## config.mk

```make
export PLATFORM = sky130hd
export DESIGN_NAME = stream_mux_rr
export DESIGN_NICKNAME = d
export VERILOG_FILES = /design/src/rtl/stream_mux_rr.sv
export SDC_FILE = /design/constraint.sdc
export NUM_CORES = 1
export LEC_CHECK = 0
export CAP_MARGIN = 15
export CELL_PAD_IN_SITES_DETAIL_PLACEMENT = 2
export CELL_PAD_IN_SITES_GLOBAL_PLACEMENT = 2
export CORE_MARGIN = 5
export CORE_UTILIZATION = 21
export DETAILED_ROUTE_END_ITERATION = 10
export PLACE_DENSITY = 0.89
export SYNTH_ARGS = -nofsm -noshare
export SYNTH_HDL_FRONTEND = slang
export SYNTH_SLANG_ARGS = --single-unit
```

## constraint.sdc

```tcl
create_clock -name clock -period 2 [get_ports clock]
set_input_delay 0.2 -clock clock [delete_from_list [all_inputs] [get_ports clock]]
set_output_delay 0.2 -clock clock [all_outputs]
set_load 0.1 [all_outputs]
```

## src/rtl/stream_mux_rr.sv

```systemverilog
`default_nettype none
// ============================================================================
// Module      : stream_mux_rr
// Description : N-to-1 valid/ready stream multiplexer with a single registered
//               output slot. Channel selection is either round-robin (RR_MODE=1)
//               or driven by an external select (RR_MODE=0). Counts every beat
//               accepted from the inputs.
// Ports       : clock      - single clock, rising edge
//               reset      - synchronous, active-high reset
//               in_data    - NUM_CH packed channels, channel i at [i*WIDTH +: WIDTH]
//               in_valid   - per-channel beat offered
//               in_ready   - per-channel beat accepted (at most one bit high)
//               sel        - channel select, used only when RR_MODE = 0
//               out_data   - registered output beat
//               out_ch     - source channel of out_data
//               out_valid  - output slot holds a beat
//               out_ready  - downstream accepts the output beat
//               xfer_count - 16-bit wrapping count of accepted input beats
// Revision    : 1.0 - initial release
// ============================================================================
module stream_mux_rr #(
    parameter int WIDTH   = 32,
    parameter int SEL_W   = 2,
    parameter int RR_MODE = 1
) (
    input  logic                          clock,
    input  logic                          reset,
    input  logic [(2**SEL_W)*WIDTH-1:0]   in_data,
    input  logic [(2**SEL_W)-1:0]         in_valid,
    output logic [(2**SEL_W)-1:0]         in_ready,
    input  logic [SEL_W-1:0]              sel,
    output logic [WIDTH-1:0]              out_data,
    output logic [SEL_W-1:0]              out_ch,
    output logic                          out_valid,
    input  logic                          out_ready,
    output logic [15:0]                   xfer_count
);

    localparam int NUM_CH = 2**SEL_W;

    logic [WIDTH-1:0] out_data_q,   out_data_d;
    logic [SEL_W-1:0] out_ch_q,     out_ch_d;
    logic             out_valid_q,  out_valid_d;
    logic [15:0]      xfer_count_q, xfer_count_d;
    logic [SEL_W-1:0] rr_ptr_q,     rr_ptr_d;

    logic [SEL_W-1:0] w_grant;
    logic             w_grant_valid;
    logic             w_load_en;
    logic             w_accept;

    // The output slot can take a new beat when it is empty or being drained.
    assign w_load_en = ~out_valid_q | out_ready;
    // Reset gates acceptance so a beat offered during reset is never taken.
    assign w_accept  = w_grant_valid & w_load_en & ~reset;

    generate
        if (RR_MODE != 0) begin : g_rr
            // Search rr_ptr+1, rr_ptr+2, ... rr_ptr+NUM_CH (mod NUM_CH). The loop
            // runs from the farthest candidate to the nearest so the nearest
            // requesting channel is the last assignment and wins.
            always_comb begin
                logic [SEL_W-1:0] idx;
                idx     = '0;
                w_grant = '0;
                for (int k = NUM_CH; k >= 1; k--) begin
                    idx = rr_ptr_q + SEL_W'(k);
                    if (in_valid[idx]) begin
                        w_grant = idx;
                    end
                end
            end
            assign w_grant_valid = |in_valid;
        end else begin : g_sel
            assign w_grant       = sel;
            assign w_grant_valid = in_valid[sel];
        end
    endgenerate

    assign in_ready = w_accept ? (NUM_CH'(1) << w_grant) : '0;

    always_comb begin
        out_data_d   = out_data_q;
        out_ch_d     = out_ch_q;
        out_valid_d  = out_valid_q;
        xfer_count_d = xfer_count_q;
        rr_ptr_d     = rr_ptr_q;
        if (w_accept) begin
            out_data_d   = in_data[w_grant*WIDTH +: WIDTH];
            out_ch_d     = w_grant;
            out_valid_d  = 1'b1;
            xfer_count_d = xfer_count_q + 16'd1;
            rr_ptr_d     = w_grant;
        end else if (w_load_en) begin
            // Slot drained with nothing to refill: only the valid flag drops.
            out_valid_d  = 1'b0;
        end
    end

    always_ff @(posedge clock) begin
        if (reset) begin
            out_data_q   <= '0;
            out_ch_q     <= '0;
            out_valid_q  <= 1'b0;
            xfer_count_q <= '0;
            // Pointer at the last channel makes channel 0 the first candidate.
            rr_ptr_q     <= SEL_W'(NUM_CH - 1);
        end else begin
            out_data_q   <= out_data_d;
            out_ch_q     <= out_ch_d;
            out_valid_q  <= out_valid_d;
            xfer_count_q <= xfer_count_d;
            rr_ptr_q     <= rr_ptr_d;
        end
    end

    assign out_data   = out_data_q;
    assign out_ch     = out_ch_q;
    assign out_valid  = out_valid_q;
    assign xfer_count = xfer_count_q;

endmodule
`default_nettype wire

```

# Word-level counts from Yosys, hierarchy flattened
# Cells that the tools add are included.
# totals
wordCells	37
input_bits	137
register_bits	53
# classes
n_addsub	4
shifts	2
mux	15
order_cmp	4
n_bitwise	5
n_reduce_logical	2
# op_table
operator	count
$shiftx 128x8->32	1
$add 16x1->16 const B	1
$lt 2x3->1 const B	4
$bmux 1 s2	4
$mux 2	4
$mux 1	6
$add 2x2->2 const B	2
$mux 4	1
$reduce_or 4->1	1
$shl 1x2->4 const A	1
$add 2x1->2 const B	1
$and 1x1->1	2
$not 1->1	2
$reduce_bool 2->1	1
$or 1x1->1	1

# Depth between registers and ports, before layout
# Gate-level depths: netlist of the first run.
# depth
ltp_word	8
ltp_mapped	7

# Worst setup path after synthesis of the first run
# No wires, ideal clock.
# synth_timing
path_kind	reg-to-output
from	register out_valid_q (netlist: out_valid)
to	output in_ready[0]
arrival_time_ns	3.592
path_slack_ns	-1.792
path_buffers	2
path_stages_with_launch	6
cell_sequence	dfxtp_1 nor2b_1 or3_1 clkbuf_1 buf_2 nor3_1
# synth_between
elab_chain_len	5
# synth_rtl
element	line	text
from (decl)	43	logic out_valid_q, out_valid_d;
from (signal assigned)	111	out_valid_q <= out_valid_d;
$not 1->1	53	assign w_load_en = ~out_valid_q | out_ready;
$or 1x1->1	53	
$and 1x1->1 (2 in a row)	55	assign w_accept = w_grant_valid & w_load_en & ~reset;
$mux 4	80	assign in_ready = w_accept ? (NUM_CH'(1) << w_grant) : '0;
to (decl)	30	output logic [(2**SEL_W)-1:0] in_ready,
# No other way between the ends.

# Worst setup path in the final report of the first run
# Ends and elaborated chain as after synthesis.

==> flow_summary_export.csv, run 1 <==
group,metric,value,unit
floorplanning,core_area,0.0159,sq mm
worst_setup_path,start_kind,"flip-flop",
routing,route.detailed.wl_per_inst,21.3,microns
floorplanning,start_util,21.4,%
floorplanning,dieArea,0.0189,sq mm
routing,via_count,3912,
logic_synthesis,ys.flop_type,"dfxtp_1",
routing,drc,0,
logic_synthesis,netlist_top_cells_count,"dfxtp_1, nand2_1, nand4_1",
floorplanning,num_rows,46,
layout,stdcell_area,0.00596,sq mm
global_route,antenna_found_initial,0,
worst_setup_path,critPathTopFamily,"simple AND/OR/NAND/NOR gates",
logic_synthesis,async_flop_share,0,%
global_route,grt_util_all_layers,17.4,%
global_route,grt_pass1_vias,4440,
worst_setup_path,cp_num_buf_inv,1,
layout,drive_gt1_share,28.7,%
routing,vias_per_cell,4.93,
job,cap_violations,0,
logic_synthesis,yosys.area.top_type,"dfxtp_1",
logic_synthesis,synth_edf_count,0,
cts,clkLatencyLatePin,0.30,ns
cts,numCtsBuffers,5,
worst_setup_path,crit_fanout,4,
sta,worstMarginPinSlew,0.323,ns
layout,area_growth,74.3,%
placed_design,place_hpwl,13300,microns
layout,nets,715,
sta,max_freq,0.515,GHz
floorplanning,pin_count,192,
logic_synthesis,synth_cell_types,41,
logic_synthesis,synth-seq-cells,53,
cts,cts_sinks,53,
placed_design,gp_congestion,0.765,
power_and_ir_drop,power.leakage,0.00248,uW
floorplanning,die_w,138,microns
power_and_ir_drop,power.density,841,mW/mm^2
placed_design,placed_area,0.00573,sq mm
power_and_ir_drop,ir_drop,371,uV
sta,rsz0062_at_grt,"false",
worst_setup_path,slowest_delay,0.52,ns
global_route,globalRouteOverflowTotal,0,
logic_synthesis,synthMostInstantiatedCell,"dfxtp_1",
sta,setup_viol,0,
sta,period_minus_slack,1.94,ns
cts,cts_tree,"yes",
logic_synthesis,syn_area_per_cell,8.99,sq um
sta,fin_skew,0.00331,ns
worst_setup_path,crit_arrival,1.74,ns
logic_synthesis,synth_warnings,0,
sta,drv_slew,0,
sta,layout_worst_path_cycle_share,97.0,%
logic_synthesis,syn_area,0.00342,sq mm
cts,ctsRootBufferMaster,"clkbuf_16",
routing,first_pass_iters,4,
worst_setup_path,cpMaxStageDelayCell,"or3_2",
routing,ant_nets,0,
logic_synthesis,synth_area_leaders,"dfxtp_1, o211ai_2, mux2i_1",
logic_synthesis,ys_seq_area_share,31.1,%
global_route,grt_max_degree,33,
floorplanning,die_y,138,microns
cts,clockBufferDepth,2,
min_path,min_path_type,"flip-flop to flip-flop",
cts,hold_buffers,0,
cts,cts_max_level,2,
sta,hold_viol_final,0,
sta,relSlewSlack,78.4,%
placed_design,io_buffers,189,
sta,tns,0,ns
logic_synthesis,synth_cells,380,
layout,antenna_cells,0,
logic_synthesis,syn_nets,518,
routing,drt_iter0_drc,120,
worst_setup_path,cp.required,1.80,ns
global_route,grt_pass1_wl,25200,microns
logic_synthesis,synth_top_area_share,31.1,%
status,outcome,"finished, final reports clean",
worst_setup_path,crit_type,"flip-flop to primary output",
routing,totalWireLength,16900,microns
cts,cts.clk_slew.worst_paths,0.08,ns
worst_setup_path,endpoint_kind,"primary output",
worst_setup_path,crit_chain,"nor2b_4, or3_2, nor3_4, buf_12",
worst_setup_path,reg2reg_setup_slack,0.17,ns
[sequential cells by signal (all words and copies together) (netlist names)]
name	count
xfer_count	16
rr_ptr_q	2
out_data	32
out_ch	2
out_valid	1
[kinds of logic after synthesis]
logic type	count (synthesis)	synth area share [%]
flip-flops	53	31.1
AO/OA/AOI/OAI	112	29.3
adder cells (fa/ha/maj)	1	0.366
buffers and inverters	41	6.37
XOR/XNOR	14	3.59
multiplexers	32	9.37
AND/OR/NAND/NOR	127	19.9
[layout make-up]
type	instances	area (sq um)
multi-input cells	286	2250
inverters	2	7.51
clock buffers	5	125
fillers	1745	9990
flip-flops and latches	53	1080
repair buffers	229	2200
clock inverters	3	20.0
well taps	216	270
[per-layer routing]
layer,global-route usage [%],share of wire [%],up-vias
li1,-,-,1834
met1,19.0,38,1914
met2,32.8,54,146
met3,4.97,6.8,18
met4,4.05,1.5,0
met5,0,0,-
[tightest hold or removal path, delay by kind of cell (launching register included)]
kind               cells  cell delay (ns)
and+or+nand+nor        1             0.05
AOI/OAI and AO/OA      1             0.06
DFF                    1             0.32
[path summary, 6_finish.rpt]
path,start,endpoint,depth (start not counted)
max,out_valid,in_ready[0],4
min,out_ch[1],out_ch[1],2
max reg2reg,rr_ptr_q[0],out_data[31],7
min reg2reg,out_ch[1],out_ch[1],2
[power by group]
part	leakage, uW	switching, uW	internal (uW)
Combinational	0.00196	1870	899
Sequential	0.000441	111	1210
Clock	0.0000745	447	469
Total	0.00248	2430	2580
[stage by stage]
step           total power (uW)  hold WS (ns)  util (%)  std cells  setup slack (ns)
6_report                   5010         0.471      37.4        794            0.0599
2_1_floorplan              3190         0.366         -        380            -0.153
3_5_place_dp               4100         0.468      36.0        780            -0.262
3_3_place_gp               4010         0.452      36.0        780            -0.177
4_1_cts                    5070         0.479      37.3        793           0.00964
5_1_grt                    5230         0.502      37.4        794           0.00661
[what timing repair did]
action | CTS | global route
gates resized for setup | 12 | 1
buffers inserted | 5 | 1
pin swaps | 3 | 2
endpoints found under the setup margin | 4 | 4
[layout by cell type (no fill, tap or decap), types with 2 or more instances in the layout]
cell type	count
o21ai_0	4
nand4_1	34
clkdlybuf4s50_1	130
nand2_1	43
nor4_4	2
nand3_1	7
clkbuf_16	5
a21oi_4	2
nor3_4	4
a21oi_1	3
and3_1	5
nor2_1	18
buf_4	82
o211ai_1	6
xor2_1	13
nor2_4	3
o211ai_2	26
nand2b_4	2
mux2i_1	32
dfxtp_1	41
dfxtp_2	11
o21ai_4	2
inv_1	2
o21a_2	2
dlygate4sd2_1	4
buf_12	12
nor2b_4	2
a211o_1	32
o31ai_1	32
Note: power is estimated with default switching activity, not from simulation.
==> inputs of run 2 (changes only) <==
--- a/config.mk
+++ b/config.mk
@@ -10,8 +10,10 @@
 export CELL_PAD_IN_SITES_GLOBAL_PLACEMENT = 2
 export CORE_MARGIN = 5
 export CORE_UTILIZATION = 21
+export CTS_BUF_LIST = sky130_fd_sc_hd__clkbuf_4 sky130_fd_sc_hd__clkbuf_8 sky130_fd_sc_hd__clkbuf_16
 export DETAILED_ROUTE_END_ITERATION = 10
 export PLACE_DENSITY = 0.89
+export SKIP_CTS_REPAIR_TIMING = 1
 export SYNTH_ARGS = -nofsm -noshare
 export SYNTH_HDL_FRONTEND = slang
 export SYNTH_SLANG_ARGS = --single-unit
==> flow_summary_export.csv, run 2 (synthesis gave the netlist of run 1 again) <==
group,metric,value,unit
status,outcome,"finished, final reports clean",
global_route,grt_pass1_vias,4430,
floorplanning,core_area,0.0159,sq mm
sta,period_minus_slack,1.95,ns
sta,layout_worst_path_cycle_share,97.3,%
layout,layout_common_cells,"clkdlybuf4s50_1, buf_4, nand2_1, dfxtp_1, nand4_1",
sta,worstMarginPinSlew,0.331,ns
global_route,globalRouteOverflowTotal,0,
worst_setup_path,timing.rr.start,"rr_ptr_q[0]",
floorplanning,num_rows,46,
cts,cts.clk_slew.worst_paths,0.08,ns
sta,drv_slew,0,
worst_setup_path,start_kind,"flip-flop",
worst_setup_path,endpoint_kind,"primary output",
routing,drt_iter0_drc,126,
layout,nets,716,
worst_setup_path,reg2reg_setup_slack,0.18,ns
global_route,antenna_found_initial,0,
floorplanning,start_util,21.4,%
placed_design,io_buffers,189,
sta,fin_skew,0.00416,ns
sta,max_freq,0.514,GHz
cts,cts_tree,"yes",
cts,clockBufferDepth,2,
min_path,holdCritStartpoint,"out_ch[1]",
layout,final_common_cell,"clkdlybuf4s50_1",
worst_setup_path,timing.rr.end,"out_data[31]",
job,cap_violations,0,
worst_setup_path,crit_fanout,13,
routing,ant_nets,0,
sta,setup_viol,0,
placed_design,place_hpwl,13300,microns
layout,drive_gt1_share,28.7,%
routing,route.detailed.wl_per_inst,21.6,microns
cts,numCtsBuffers,5,
placed_design,gp_congestion,0.765,
routing,totalWireLength,17200,microns
power_and_ir_drop,ir_drop,388,uV
min_path,holdPathStages,2,
worst_setup_path,cp_num_buf_inv,3,
floorplanning,die_w,138,microns
sta,tns,0,ns
worst_setup_path,cpMaxStageDelayCell,"dfxtp_2",
floorplanning,pin_count,192,
worst_setup_path,crit_arrival,1.75,ns
worst_setup_path,slowest_delay,0.38,ns
sta,relSlewSlack,77.9,%
cts,ctsRootBufferMaster,"clkbuf_16",
worst_setup_path,path_common_cell,"buf_12",
worst_setup_path,critPathTopFamily,"buffers and inverters",
worst_setup_path,rr_worst_depth,6,
floorplanning,dieArea,0.0189,sq mm
worst_setup_path,cp-startpoint,"rr_ptr_q[0]",
min_path,holdPathEnd,"out_ch[1]",
layout,largest_reg_flops,32,
global_route,grt_pass1_wl,25000,microns
power_and_ir_drop,power.density,842,mW/mm^2
global_route,grt_util_all_layers,17.2,%
routing,vias_per_cell,4.96,
worst_setup_path,cp.required,1.80,ns
worst_setup_path,crit_type,"flip-flop to primary output",
layout,area_growth,75.5,%
routing,first_pass_iters,4,
routing,drc,0,
cts,cts_max_level,2,
floorplanning,die_y,138,microns
min_path,min_path_type,"flip-flop to flip-flop",
power_and_ir_drop,power.leakage,0.00251,uW
cts,cts_sinks,53,
routing,via_count,3942,
sta,hold_viol_final,0,
layout,final_util,37.6,%
layout,antenna_cells,0,
worst_setup_path,crit_chain,"nand2b_4, nand2_1, a21oi_4, buf_6, buf_12, nor3_4, buf_12",
global_route,grt_max_degree,33,
cts,clkLatencyLatePin,0.30,ns
run 2: worst max path at each step:
stage | cells after the start | to | slack [ns]
final | 7 | in_ready[0] | 0.05
after global routing | 6 | in_ready[1] | -0.01
after CTS | 8 | in_ready[2] | -0.25
after detailed placement | 7 | out_data[31] | -0.26
after global placement | 7 | out_data[31] | -0.18
after floorplan | 5 | in_ready[0] | -0.15
run 2: through the flow:
step,cells,setup WS (ns),instance area [sq um],hold slack [ns],total power (uW)
CTS,788,-0.246,5880,0.479,5040
global route,795,-0.0123,6000,0.506,5260
detailed placement,780,-0.262,5730,0.468,4100
finish,795,0.0549,6000,0.472,5050
floorplan,380,-0.153,3490,0.366,3190
global placement,780,-0.177,5730,0.452,4010
run 2: worst register-to-register path, delay by kind of cell, from the launching register on:
family	cells	cell delay, ns
muxes	1	0.34
AOI/OAI and AO/OA	2	0.36
and+or+nand+nor	2	0.37
buffers and inverters	1	0.25
DFF	1	0.38
run 2: metal layers:
| layer | up-vias | GRT usage [%] | part of all wire, % |
|---|---|---|---|
| met5 | - | 0 | 0 |
| met4 | 0 | 4.21 | 1.5 |
| met3 | 18 | 5.08 | 6.6 |
| met2 | 132 | 32.3 | 54 |
| met1 | 1954 | 18.9 | 38 |
| li1 | 1838 | - | - |
run 2: power breakdown:
part           leakage, uW  internal [uW]  switching (uW)
logic              0.00200            918            1880
clock network    0.0000745            470             450
registers         0.000442           1210             111
run 2: final cells by class:
| cell class | count | area (sq um) |
|---|---|---|
| repair buffers | 230 | 2250 |
| flip-flops and latches | 53 | 1080 |
| multi-input cells | 286 | 2240 |
| clock inverters | 3 | 20.0 |
| fillers | 1743 | 9950 |
| inverters | 2 | 7.51 |
| clock buffers | 5 | 125 |
| well taps | 216 | 270 |
